$ cat config.mk
export PLATFORM = sky130hd
export DESIGN_NAME = multicycle_ctrl
export DESIGN_NICKNAME = d
export VERILOG_FILES = /design/src/rtl/cpu_ctrl_pkg.sv /design/src/rtl/multicycle_ctrl_decode.sv /design/src/rtl/multicycle_ctrl.sv
export SDC_FILE = /design/constraint.sdc
export NUM_CORES = 1
export LEC_CHECK = 0
export CAP_MARGIN = 30
export CORE_MARGIN = 2
export CORE_UTILIZATION = 30
export DETAILED_ROUTE_END_ITERATION = 7
export GPL_TIMING_DRIVEN = 1
export PLACE_DENSITY = 0.72
export SYNTH_ARGS = -nofsm -noshare
export SYNTH_HDL_FRONTEND = slang
export SYNTH_SLANG_ARGS = --single-unit
$ cat constraint.sdc
create_clock -name clk -period 3.4 [get_ports clk]
set_input_delay 0.68 -clock clk [delete_from_list [all_inputs] [get_ports clk]]
set_output_delay 0.68 -clock clk [all_outputs]
set_load 0.02 [all_outputs]
$ cat src/rtl/cpu_ctrl_pkg.sv
// ----------------------------------------------------------------------------
// cpu_ctrl_pkg
// Shared definitions for the multi-cycle CPU controller: FSM state encoding,
// MIPS opcode/funct constants and the ALUOp encodings understood by the ALU
// control decoder.
// No ports (package).
// ----------------------------------------------------------------------------
package cpu_ctrl_pkg;

  localparam int STATE_BITS = 4;

  typedef enum logic [STATE_BITS-1:0] {
    S_IDLE    = 4'd0,
    S_IF      = 4'd1,
    S_ID      = 4'd2,
    S_EX_R    = 4'd3,
    S_EX_I    = 4'd4,
    S_EX_ADDR = 4'd5,
    S_EX_BR   = 4'd6,
    S_EX_J    = 4'd7,
    S_MEM_RD  = 4'd8,
    S_MEM_WR  = 4'd9,
    S_WB_R    = 4'd10,
    S_WB_I    = 4'd11,
    S_WB_LD   = 4'd12
  } state_t;

  // Opcodes (IR[31:26])
  localparam logic [5:0] OP_RTYPE = 6'h00;
  localparam logic [5:0] OP_J     = 6'h02;
  localparam logic [5:0] OP_JAL   = 6'h03;
  localparam logic [5:0] OP_BEQ   = 6'h04;
  localparam logic [5:0] OP_ADDI  = 6'h08;
  localparam logic [5:0] OP_ADDIU = 6'h09;
  localparam logic [5:0] OP_SLTI  = 6'h0a;
  localparam logic [5:0] OP_SLTIU = 6'h0b;
  localparam logic [5:0] OP_ANDI  = 6'h0c;
  localparam logic [5:0] OP_LUI   = 6'h0f;
  localparam logic [5:0] OP_LW    = 6'h23;
  localparam logic [5:0] OP_SW    = 6'h2b;

  // Funct codes (IR[5:0]) for R-type
  localparam logic [5:0] FN_SLL  = 6'h00;
  localparam logic [5:0] FN_SRL  = 6'h02;
  localparam logic [5:0] FN_SRA  = 6'h03;
  localparam logic [5:0] FN_JR   = 6'h08;
  localparam logic [5:0] FN_JALR = 6'h09;

  // ALUOp encodings consumed by the ALU control decoder
  localparam logic [3:0] ALUOP_ADD   = 4'd0;
  localparam logic [3:0] ALUOP_BEQ   = 4'd1;
  localparam logic [3:0] ALUOP_RTYPE = 4'd2;
  localparam logic [3:0] ALUOP_ADDIU = 4'd3;
  localparam logic [3:0] ALUOP_ANDI  = 4'd4;
  localparam logic [3:0] ALUOP_SLTI  = 4'd5;
  localparam logic [3:0] ALUOP_SLTIU = 4'd6;

  // R-type register jumps (jr/jalr) are dispatched to the jump state.
  function automatic logic is_reg_jump(input logic [5:0] op, input logic [5:0] fn);
    return (op == OP_RTYPE) && ((fn == FN_JR) || (fn == FN_JALR));
  endfunction

  // Shift-by-shamt R-type ops take ALU operand A from the shamt field.
  function automatic logic is_shamt_shift(input logic [5:0] fn);
    return (fn == FN_SLL) || (fn == FN_SRL) || (fn == FN_SRA);
  endfunction

endpackage

$ cat src/rtl/multicycle_ctrl_decode.sv
// ----------------------------------------------------------------------------
// multicycle_ctrl_decode
// Purely combinational map from the current FSM state, OpCode, Funct and
// mem_ready to the next state and to every datapath control signal.
// Ports:
//   state       in   current FSM state
//   OpCode      in   IR[31:26]
//   Funct       in   IR[5:0]
//   mem_ready   in   memory completes access this cycle
//   next_state  out  FSM next state
//   PCWrite .. LuiOp  out  datapath enables / mux selects / ALUOp
// ----------------------------------------------------------------------------
module multicycle_ctrl_decode
  import cpu_ctrl_pkg::*;
(
  input  state_t      state,
  input  logic [5:0]  OpCode,
  input  logic [5:0]  Funct,
  input  logic        mem_ready,
  output state_t      next_state,
  output logic        PCWrite,
  output logic        PCWriteCond,
  output logic        IorD,
  output logic        MemRead,
  output logic        MemWrite,
  output logic        IRWrite,
  output logic [1:0]  MemtoReg,
  output logic [1:0]  RegDst,
  output logic        RegWrite,
  output logic [1:0]  ALUSrcA,
  output logic [1:0]  ALUSrcB,
  output logic [3:0]  ALUOp,
  output logic [1:0]  PCSource,
  output logic        ExtOp,
  output logic        LuiOp
);

  // Next-state logic: instruction dispatch and memory-ready holds.
  always_comb begin
    next_state = S_IDLE;
    case (state)
      S_IDLE: next_state = S_IF;
      S_IF: begin
        if (mem_ready) next_state = S_ID;
        else           next_state = S_IF;
      end
      S_ID: begin
        case (OpCode)
          OP_RTYPE: begin
            if (is_reg_jump(OpCode, Funct)) next_state = S_EX_J;
            else                            next_state = S_EX_R;
          end
          OP_LW, OP_SW:  next_state = S_EX_ADDR;
          OP_BEQ:        next_state = S_EX_BR;
          OP_J, OP_JAL:  next_state = S_EX_J;
          OP_ADDI, OP_ADDIU, OP_ANDI,
          OP_SLTI, OP_SLTIU, OP_LUI: next_state = S_EX_I;
          default:       next_state = S_IF;  // unknown opcode retires as a nop
        endcase
      end
      S_EX_R:    next_state = S_WB_R;
      S_EX_I:    next_state = S_WB_I;
      S_EX_ADDR: begin
        if (OpCode == OP_LW) next_state = S_MEM_RD;
        else                 next_state = S_MEM_WR;
      end
      S_EX_BR:   next_state = S_IF;
      S_EX_J:    next_state = S_IF;
      S_MEM_RD: begin
        if (mem_ready) next_state = S_WB_LD;
        else           next_state = S_MEM_RD;
      end
      S_MEM_WR: begin
        if (mem_ready) next_state = S_IF;
        else           next_state = S_MEM_WR;
      end
      S_WB_R:  next_state = S_IF;
      S_WB_I:  next_state = S_IF;
      S_WB_LD: next_state = S_IF;
      default: next_state = S_IDLE;
    endcase
  end

  // Output logic: every control defaults to 0 and is raised per state.
  always_comb begin
    PCWrite     = 1'b0;
    PCWriteCond = 1'b0;
    IorD        = 1'b0;
    MemRead     = 1'b0;
    MemWrite    = 1'b0;
    IRWrite     = 1'b0;
    MemtoReg    = 2'd0;
    RegDst      = 2'd0;
    RegWrite    = 1'b0;
    ALUSrcA     = 2'd0;
    ALUSrcB     = 2'd0;
    ALUOp       = ALUOP_ADD;
    PCSource    = 2'd0;
    ExtOp       = 1'b0;
    LuiOp       = 1'b0;
    case (state)
      S_IDLE: begin
        PCWrite = 1'b0;
      end
      S_IF: begin
        // PC + 4 computed every IF cycle; committed only when memory answers.
        MemRead = 1'b1;
        ALUSrcB = 2'd1;
        IRWrite = mem_ready;
        PCWrite = mem_ready;
      end
      S_ID: begin
        // Speculatively compute the branch target into ALUOut.
        ALUSrcB = 2'd3;
        ExtOp   = 1'b1;
      end
      S_EX_R: begin
        ALUOp = ALUOP_RTYPE;
        if (is_shamt_shift(Funct)) ALUSrcA = 2'd2;
        else                       ALUSrcA = 2'd1;
      end
      S_EX_I: begin
        ALUSrcA = 2'd1;
        ALUSrcB = 2'd2;
        ExtOp   = 1'b1;
        case (OpCode)
          OP_ADDIU: ALUOp = ALUOP_ADDIU;
          OP_ANDI: begin
            ALUOp = ALUOP_ANDI;
            ExtOp = 1'b0;
          end
          OP_SLTI:  ALUOp = ALUOP_SLTI;
          OP_SLTIU: ALUOp = ALUOP_SLTIU;
          OP_LUI: begin
            ALUOp = ALUOP_ADD;
            LuiOp = 1'b1;
          end
          default:  ALUOp = ALUOP_ADD;  // addi
        endcase
      end
      S_EX_ADDR: begin
        ALUSrcA = 2'd1;
        ALUSrcB = 2'd2;
        ExtOp   = 1'b1;
      end
      S_EX_BR: begin
        ALUSrcA     = 2'd1;
        ALUOp       = ALUOP_BEQ;
        PCWriteCond = 1'b1;
        PCSource    = 2'd1;
      end
      S_EX_J: begin
        PCWrite = 1'b1;
        if (OpCode == OP_RTYPE) PCSource = 2'd3;
        else                    PCSource = 2'd2;
        // Link writes the return address (current PC) to the register file.
        if (OpCode == OP_JAL) begin
          RegWrite = 1'b1;
          MemtoReg = 2'd2;
          RegDst   = 2'd2;
        end else if ((OpCode == OP_RTYPE) && (Funct == FN_JALR)) begin
          RegWrite = 1'b1;
          MemtoReg = 2'd2;
          RegDst   = 2'd1;
        end else begin
          RegWrite = 1'b0;
        end
      end
      S_MEM_RD: begin
        MemRead = 1'b1;
        IorD    = 1'b1;
      end
      S_MEM_WR: begin
        IorD     = 1'b1;
        MemWrite = mem_ready;
      end
      S_WB_R: begin
        // jr never reaches this state, so the write is unconditional here.
        RegWrite = 1'b1;
        RegDst   = 2'd1;
      end
      S_WB_I: begin
        RegWrite = 1'b1;
      end
      S_WB_LD: begin
        RegWrite = 1'b1;
        MemtoReg = 2'd1;
      end
      default: begin
        PCWrite = 1'b0;
      end
    endcase
  end

endmodule

$ cat src/rtl/multicycle_ctrl.sv
// ----------------------------------------------------------------------------
// multicycle_ctrl
// Main sequencing controller of the multi-cycle CPU. Holds the FSM state
// register (and optionally a retired-instruction counter); all control
// outputs are combinational from state, OpCode/Funct and mem_ready.
// Optional feature macro: MULTICYCLE_CTRL_PERF_EN adds instr_retired.
// Ports:
//   clk, reset (async, active-low)
//   OpCode, Funct, mem_ready        inputs
//   PCWrite .. LuiOp                datapath controls
//   instr_retired [31:0]            retired count (macro builds only)
// ----------------------------------------------------------------------------
module multicycle_ctrl
  import cpu_ctrl_pkg::*;
#(
  parameter int STATE_W = 4
) (
  input  logic        clk,
  input  logic        reset,
  input  logic [5:0]  OpCode,
  input  logic [5:0]  Funct,
  input  logic        mem_ready,
  output logic        PCWrite,
  output logic        PCWriteCond,
  output logic        IorD,
  output logic        MemRead,
  output logic        MemWrite,
  output logic        IRWrite,
  output logic [1:0]  MemtoReg,
  output logic [1:0]  RegDst,
  output logic        RegWrite,
  output logic [1:0]  ALUSrcA,
  output logic [1:0]  ALUSrcB,
  output logic [3:0]  ALUOp,
  output logic [1:0]  PCSource,
  output logic        ExtOp,
  output logic        LuiOp
`ifdef MULTICYCLE_CTRL_PERF_EN
  ,
  output logic [31:0] instr_retired
`endif
);

  logic [STATE_W-1:0] state_q;
  state_t             state;
  state_t             next_state;

  assign state = state_t'(state_q);

  // State register; reset returns to IDLE immediately.
  always_ff @(posedge clk or negedge reset) begin
    if (!reset) state_q <= STATE_W'(S_IDLE);
    else        state_q <= STATE_W'(next_state);
  end

  multicycle_ctrl_decode u_decode (
    .state       (state),
    .OpCode      (OpCode),
    .Funct       (Funct),
    .mem_ready   (mem_ready),
    .next_state  (next_state),
    .PCWrite     (PCWrite),
    .PCWriteCond (PCWriteCond),
    .IorD        (IorD),
    .MemRead     (MemRead),
    .MemWrite    (MemWrite),
    .IRWrite     (IRWrite),
    .MemtoReg    (MemtoReg),
    .RegDst      (RegDst),
    .RegWrite    (RegWrite),
    .ALUSrcA     (ALUSrcA),
    .ALUSrcB     (ALUSrcB),
    .ALUOp       (ALUOp),
    .PCSource    (PCSource),
    .ExtOp       (ExtOp),
    .LuiOp       (LuiOp)
  );

`ifdef MULTICYCLE_CTRL_PERF_EN
  // Count instruction completions: entries into IF from a real instruction
  // state (not from IDLE, and not IF holding on a memory stall).
  always_ff @(posedge clk or negedge reset) begin
    if (!reset) begin
      instr_retired <= 32'd0;
    end else if ((next_state == S_IF) && (state != S_IF) && (state != S_IDLE)) begin
      instr_retired <= instr_retired + 32'd1;
    end else begin
      instr_retired <= instr_retired;
    end
  end
`endif

endmodule
==> results of run 1 <==
==> placed cells by master, fill, tap and decap left out, types with 2 or more instances in the layout <==
master and count:
nor4_1 2, o22ai_1 2, o311ai_0 3, nand2b_1 8, o21ai_0 4, a21oi_1 6, inv_1 2, nand4_1 3
clkdlybuf4s50_1 35, buf_4 11, nor3_1 8, nand3_1 5, dfrtp_1 4, nand2_1 7, nor2b_1 6, clkbuf_4 3
nor2_1 11
==> through the flow <==
| step | area, um2 | setup WS [ns] | setup TNS [ns] | power (mW) |
|---|---|---|---|---|
| floorplan | 703 | 0.624 | 0 | 0.388 |
| detailed placement | 1140 | -0.0659 | -0.0659 | 0.589 |
| global route | 1170 | 0.0159 | 0 | 0.703 |
| CTS | 1160 | 0.114 | 0 | 0.654 |
| global placement | 1140 | 0.0693 | 0 | 0.578 |
| finish | 1170 | 0.132 | 0 | 0.650 |
==> area by class of cell <==
cell class	count	area share, %
flip-flops and latches	4	8.56
clock buffers	3	1.93
multi-input cells	89	48.1
well taps	28	2.99
inverters	2	0.642
repair buffers	47	37.8
==> layer usage <==
layer  part of all wire [%]  GRT usage (%)  routed length [um]
met4                   0.60           3.85                  14
met3                    8.7           4.00                 201
met2                     47           30.4                1080
met1                     44           22.9                1020
met5                      0              0                   0
==> path summary, 6_finish.rpt <==
| kind | cells past startpoint | endpoint | slack [ns] |
|---|---|---|---|
| worst max-delay path | 5 | RegWrite | 0.13 |
| worst min-delay path | 1 | state[2] | 0.64 |
| worst max register to register | 4 | state[0] | 1.85 |
| worst min register to register | 2 | state[1] | 0.69 |
| max in group asynchronous | 1 | state[3] | 2.59 |
| min in group clk | 2 | state[1] | 0.69 |
==> power by group through the flow <==
stage	Clock [mW]	Sequential [mW]	Combinational, mW
after floorplan	0	0.0873	0.300
after global placement	0	0.110	0.468
after detailed placement	0	0.112	0.476
after CTS	0.0626	0.112	0.479
after global routing	0.0658	0.118	0.519
final	0.0594	0.112	0.479
==> cell usage after synthesis (2+ instances only) <==
cell type | n | area [um2]
nor4_1 | 2 | 12.5
dfrtp_1 | 4 | 100
o311ai_0 | 3 | 26.3
nor3_1 | 8 | 40.0
clkbuf_1 | 5 | 18.8
nand3_1 | 5 | 25.0
nand2b_1 | 8 | 50.1
inv_1 | 2 | 7.51
nand4_1 | 3 | 18.8
o22ai_1 | 2 | 12.5
a21oi_1 | 6 | 30.0
nor2b_1 | 6 | 37.5
nand2_1 | 7 | 26.3
buf_2 | 3 | 15.0
o21ai_0 | 4 | 20.0
nor2_1 | 11 | 41.3
==> worst max-delay path, stage by stage <==
cell and delay [ns]:
clkdlybuf4s50_1 0.50, or4_4 0.57, a21oi_2 0.13, nand2b_1 0.11
clkdlybuf4s50_1 0.59
==> cell families (layout without fill, tap and decap cells) <==
logic type | Yosys count | count (layout) | share of synthesized area, %
buffers and inverters | 11 | 52 | 6.94
AO/OA/AOI/OAI | 25 | 25 | 24.4
AND/OR/NAND/NOR | 60 | 60 | 49.8
other | 1 | 1 | 0.533
XOR/XNOR | 2 | 2 | 2.49
flip-flops | 4 | 4 | 14.2
multiplexers | 1 | 1 | 1.60
==> repair_timing <==
action / CTS / global route
buffers inserted: 0 / 0
setup endpoints to repair: 1 / 1
resized for setup: 1 / 1
==> run_results.csv, run 1 <==
group,metric,value,unit
timing,holdWs,0.642,ns
routing,wl,2.32,mm
worst_setup_path,end_kind,"output pin",
synth,async_reset_ff_share,100,%
worst_setup_path,timing.rr.start,"state[0]",
floorplanning,die_w,52.4,um
floorplanning,rows,17,
timing,clock.fmax,306,MHz
worst_setup_path,arrival,2.59,ns
timing,period_share,96.1,%
synth,yosysSeqAreaShare,14.2,%
routing,drc_errors,0,
outcome,status,"completed",
global_routing,gr-total-overflow,0,
timing,fin_crit,3.27,ns
power,p_int,0.332,mW
placed_design,place_inst,170,
synth,synth_area,703,um2
power,p_switching,0.319,mW
floorplanning,dieArea,0.00275,mm2
synth,synth_edf_count,0,
routing,vias,942,
routing,antenna_left,0,
routing,drt-vias-per-instance,5.45,
synth,yosysUniqueCellTypes,41,
global_routing,grt_max_degree,16,
timing,finalHoldViolCount,0,
hold_path,hold_class,"input pin to asynchronous set/reset pin",
finish,n_fill_cell,211,
routing,routedWlPerCell,13.4,um
finish,fin_nets,162,
synth,ys_warn_count,0,
finish,multi_input_area,563,um2
clock_network,numCtsBuffers,3,
power,power_leakage,0.426,nW
synth,syn_avg_cell_area,6.76,um2
global_routing,grt_pass1_vias,864,
placed_design,gp_congestion,0.765,
timing,skew,0.00656,ns
clock_network,postCtsHoldBufs,0,
worst_setup_path,worstSetupPathType,"input pin to output pin",
worst_setup_path,cp.required,2.72,ns
power,combinationalPowerShare,73.6,%
finish,diodes,0,
floorplanning,die_h,52.4,um
power,vdd_drop_max,0.531,mV
placed_design,hpwlAfterDp,1.83,mm
power,power_frac_seq,17.2,%
clock_network,clock_latency,0.24,ns
placed_design,port_buffers,36,
clock_network,cts_root_buffer,"clkbuf_4",
floorplanning,design.core.area,0.00221,mm2
finish,syn2layout_area_growth,66.4,%
finish,postLayoutCoreUtil,52.9,%
floorplanning,ios,38,
power,powerDensity,556,mW/mm2
finish,stdcell_count,173,
worst_setup_path,cp-startpoint,"OpCode[2]",
routing,drtIter0Drc,26,
global_routing,antenna_found_initial,0,
synth,synth-main-ff-cell,"dfrtp_1",
clock_network,cts.path.max_buffers,2,
global_routing,grt_pass1_wl,3.78,mm
finish,largest_register_ffs,4,
timing,slew_violations,0,
worst_setup_path,path_max_fanout,5,
synth,ys_seq_elements,4,
worst_setup_path,critPathLaunchType,"input pin",
synth,syn_nets,119,
routing,firstDrtPassIters,4,
timing,rsz0062_at_grt,"no",
timing,setup_viol,0,
run,cap_violations,0,
power,clock_power_share,9.1,%
finish,regArea,100,um2
floorplanning,initial_core_util,31.8,%
global_routing,grt_use_total,17.9,%
clock_network,htreeDepth,1,
clock_network,cts_tree,"done",
synth,syn_inst,104,
power,switching_share,49.0,%
clock_network,cts_num_sinks,4,
clock_network,clkTransAtPathRegs,0.04,ns
finish,drive_gt1_share,15.9,%
(Power assumes the default switching activity.)
==> inputs of run 2 (changes only) <==
--- a/config.mk
+++ b/config.mk
@@ -5,7 +5,8 @@
 export SDC_FILE = /design/constraint.sdc
 export NUM_CORES = 1
 export LEC_CHECK = 0
-export CAP_MARGIN = 30
+export CAP_MARGIN = 0
+export CORE_ASPECT_RATIO = 1.2
 export CORE_MARGIN = 2
 export CORE_UTILIZATION = 30
 export DETAILED_ROUTE_END_ITERATION = 7
==> run 2 against run 1 <==
Sequential power is 30% lower. Critical path depth is 1 higher. Combinational power is 10% higher. Critical endpoint unchanged. Largest cell class unchanged. Largest power group unchanged.
==> run_results.csv, run 2 (same netlist as run 1, synthesis figures left out) <==
group,metric,value,unit
outcome,status,"completed",
worst_setup_path,path_max_fanout,2,
routing,wl,2.27,mm
clock_network,clock_latency,0.24,ns
finish,multi_input_area,554,um2
timing,finalSetupTns,0,ns
timing,period_share,95.7,%
worst_setup_path,crit_chain,"clkdlybuf4s50_1 -> nor4_2 -> nand4_1 -> a21oi_2 -> nand2b_1 -> clkdlybuf4s50_1",
placed_design,hpwlAfterDp,1.83,mm
clock_network,htreeDepth,1,
worst_setup_path,cp.required,2.72,ns
finish,final_cell_mix,"clkdlybuf4s50_1, buf_4, nor2_1, nand2b_1, nor3_1",
timing,clock.fmax,307,MHz
finish,regArea,100,um2
placed_design,gp_congestion,0.920,
clock_network,postCtsHoldBufs,0,
finish,fin_nets,164,
floorplanning,die_h,57.0,um
floorplanning,dieArea,0.00275,mm2
placed_design,place_area,0.00116,mm2
global_routing,grt_pass1_wl,3.58,mm
finish,diodes,0,
floorplanning,initial_core_util,31.1,%
timing,slew_violations,0,
power,powerDensity,563,mW/mm2
finish,largest_register_ffs,4,
worst_setup_path,cpPeakStageDelay,0.59,ns
power,vdd_drop_max,0.297,mV
timing,fin_crit,3.26,ns
routing,routedWlPerCell,12.8,um
routing,firstDrtPassIters,4,
global_routing,grt_pass1_vias,831,
finish,final_cell_area,0.00118,mm2
timing,rsz0062_at_grt,"no",
global_routing,antenna_found_initial,0,
worst_setup_path,critPathSlowestCell,"clkdlybuf4s50_1",
run,cap_violations,0,
global_routing,grt_use_total,17.4,%
worst_setup_path,reg2reg_setup_slack,1.85,ns
clock_network,cts_root_buffer,"clkbuf_4",
worst_setup_path,worstSetupPathType,"input pin to output pin",
worst_setup_path,path_common_cell,"clkdlybuf4s50_1",
worst_setup_path,timing.rr.start,"state[0]",
clock_network,cts_num_sinks,4,
global_routing,gr-total-overflow,0,
worst_setup_path,end_kind,"output pin",
floorplanning,rows,19,
floorplanning,ios,38,
finish,mostFrequentLayoutCell,"clkdlybuf4s50_1",
routing,vias,946,
global_routing,grt_max_degree,17,
worst_setup_path,arrival,2.58,ns
floorplanning,die_w,48.2,um
floorplanning,design.core.area,0.00226,mm2
worst_setup_path,ff2ff_path_depth,5,
timing,setup_viol,0,
finish,n_fill_cell,218,
placed_design,port_buffers,36,
finish,drive_gt1_share,17.0,%
routing,antenna_left,0,
clock_network,cts_tree,"done",
worst_setup_path,critPathLaunchType,"input pin",
power,power_leakage,0.447,nW
routing,drtIter0Drc,32,
timing,finalHoldViolCount,0,
placed_design,preCtsSetupSlack,0.0354,ns
routing,drt-vias-per-instance,5.31,
hold_path,hold_class,"input pin to asynchronous set/reset pin",
clock_network,numCtsBuffers,3,
timing,skew,0.00791,ns
routing,drc_errors,0,
worst_setup_path,reg2reg_to,"state[0]",
clock_network,cts.path.max_buffers,2,
clock_network,clkTransAtPathRegs,0.04,ns
finish,syn2layout_area_growth,68.3,%
timing,worst_slack,0.145,ns
[run 2: changes by cell type in the layout (fill, tap and decap cells not counted)]
cell	change
buf_4	+2
dlymetal6s2s_1	+1
dlygate4sd2_1	-1
nor4_2	+1
nor4_4	-1
[run 2: how the worst max path moves through the flow]
stage,start,end,slack [ns],cells past startpoint
2_1_floorplan,Funct[2],ALUSrcA[1],0.62,3
3_3_place_gp,Funct[2],ALUSrcA[1],0.08,5
3_5_place_dp,Funct[2],ALUSrcA[1],0.04,5
4_1_cts,Funct[2],ALUSrcA[1],0.04,5
5_1_grt,OpCode[5],RegWrite,0.03,6
6_report,OpCode[0],RegWrite,0.14,6
[run 2: layout make-up]
type	count	share of cell area [%]
Multi-Input combinational cell	89	46.8
Timing Repair Buffer	49	38.9
Sequential cell	4	8.46
Tap cell	31	3.28
Clock buffer	3	1.90
Inverter	2	0.634
[run 2: layer usage]
layer  track usage (%)  vias to the layer above  routed length, um
met5                 0                        -                  0
met2              29.7                       42               1210
li1                  -                      471                  -
met1              20.1                      431                904
met4              6.95                        0                 26
met3              3.16                        2                127
[run 2: timing repair]
action / 4_1_cts / 5_1_grt
gates resized for setup: 0 / 1
hold endpoints to repair: 0 / 0
endpoints found under the setup margin: 0 / 1
setup buffers: 0 / 0
[run 2: report_power, final]
group / internal, mW / leakage [nW] / switching [mW] / total, mW
combinational: 0.240 / 0.383 / 0.287 / 0.527
sequential: 0.0672 / 0.0505 / 0.0107 / 0.0779
clock: 0.0396 / 0.0138 / 0.0214 / 0.0610
[run 2: worst max-delay path, delay by kind of cell]
kind	cells	cell delay, ns
buffers and inverters	2	1.02
AND/OR/NAND/NOR	3	0.69
AO/OA/AOI/OAI	1	0.19
[run 2: through the flow]
stage | util [%] | power, mW | cells | hold WS [ns]
after floorplan | - | 0.388 | 104 | 0.384
after global placement | 51.3 | 0.594 | 175 | 0.647
after detailed placement | 51.3 | 0.600 | 175 | 0.656
after CTS | 52.3 | 0.662 | 178 | 0.651
after global routing | 52.4 | 0.714 | 178 | 0.665
final | 52.4 | 0.666 | 178 | 0.647
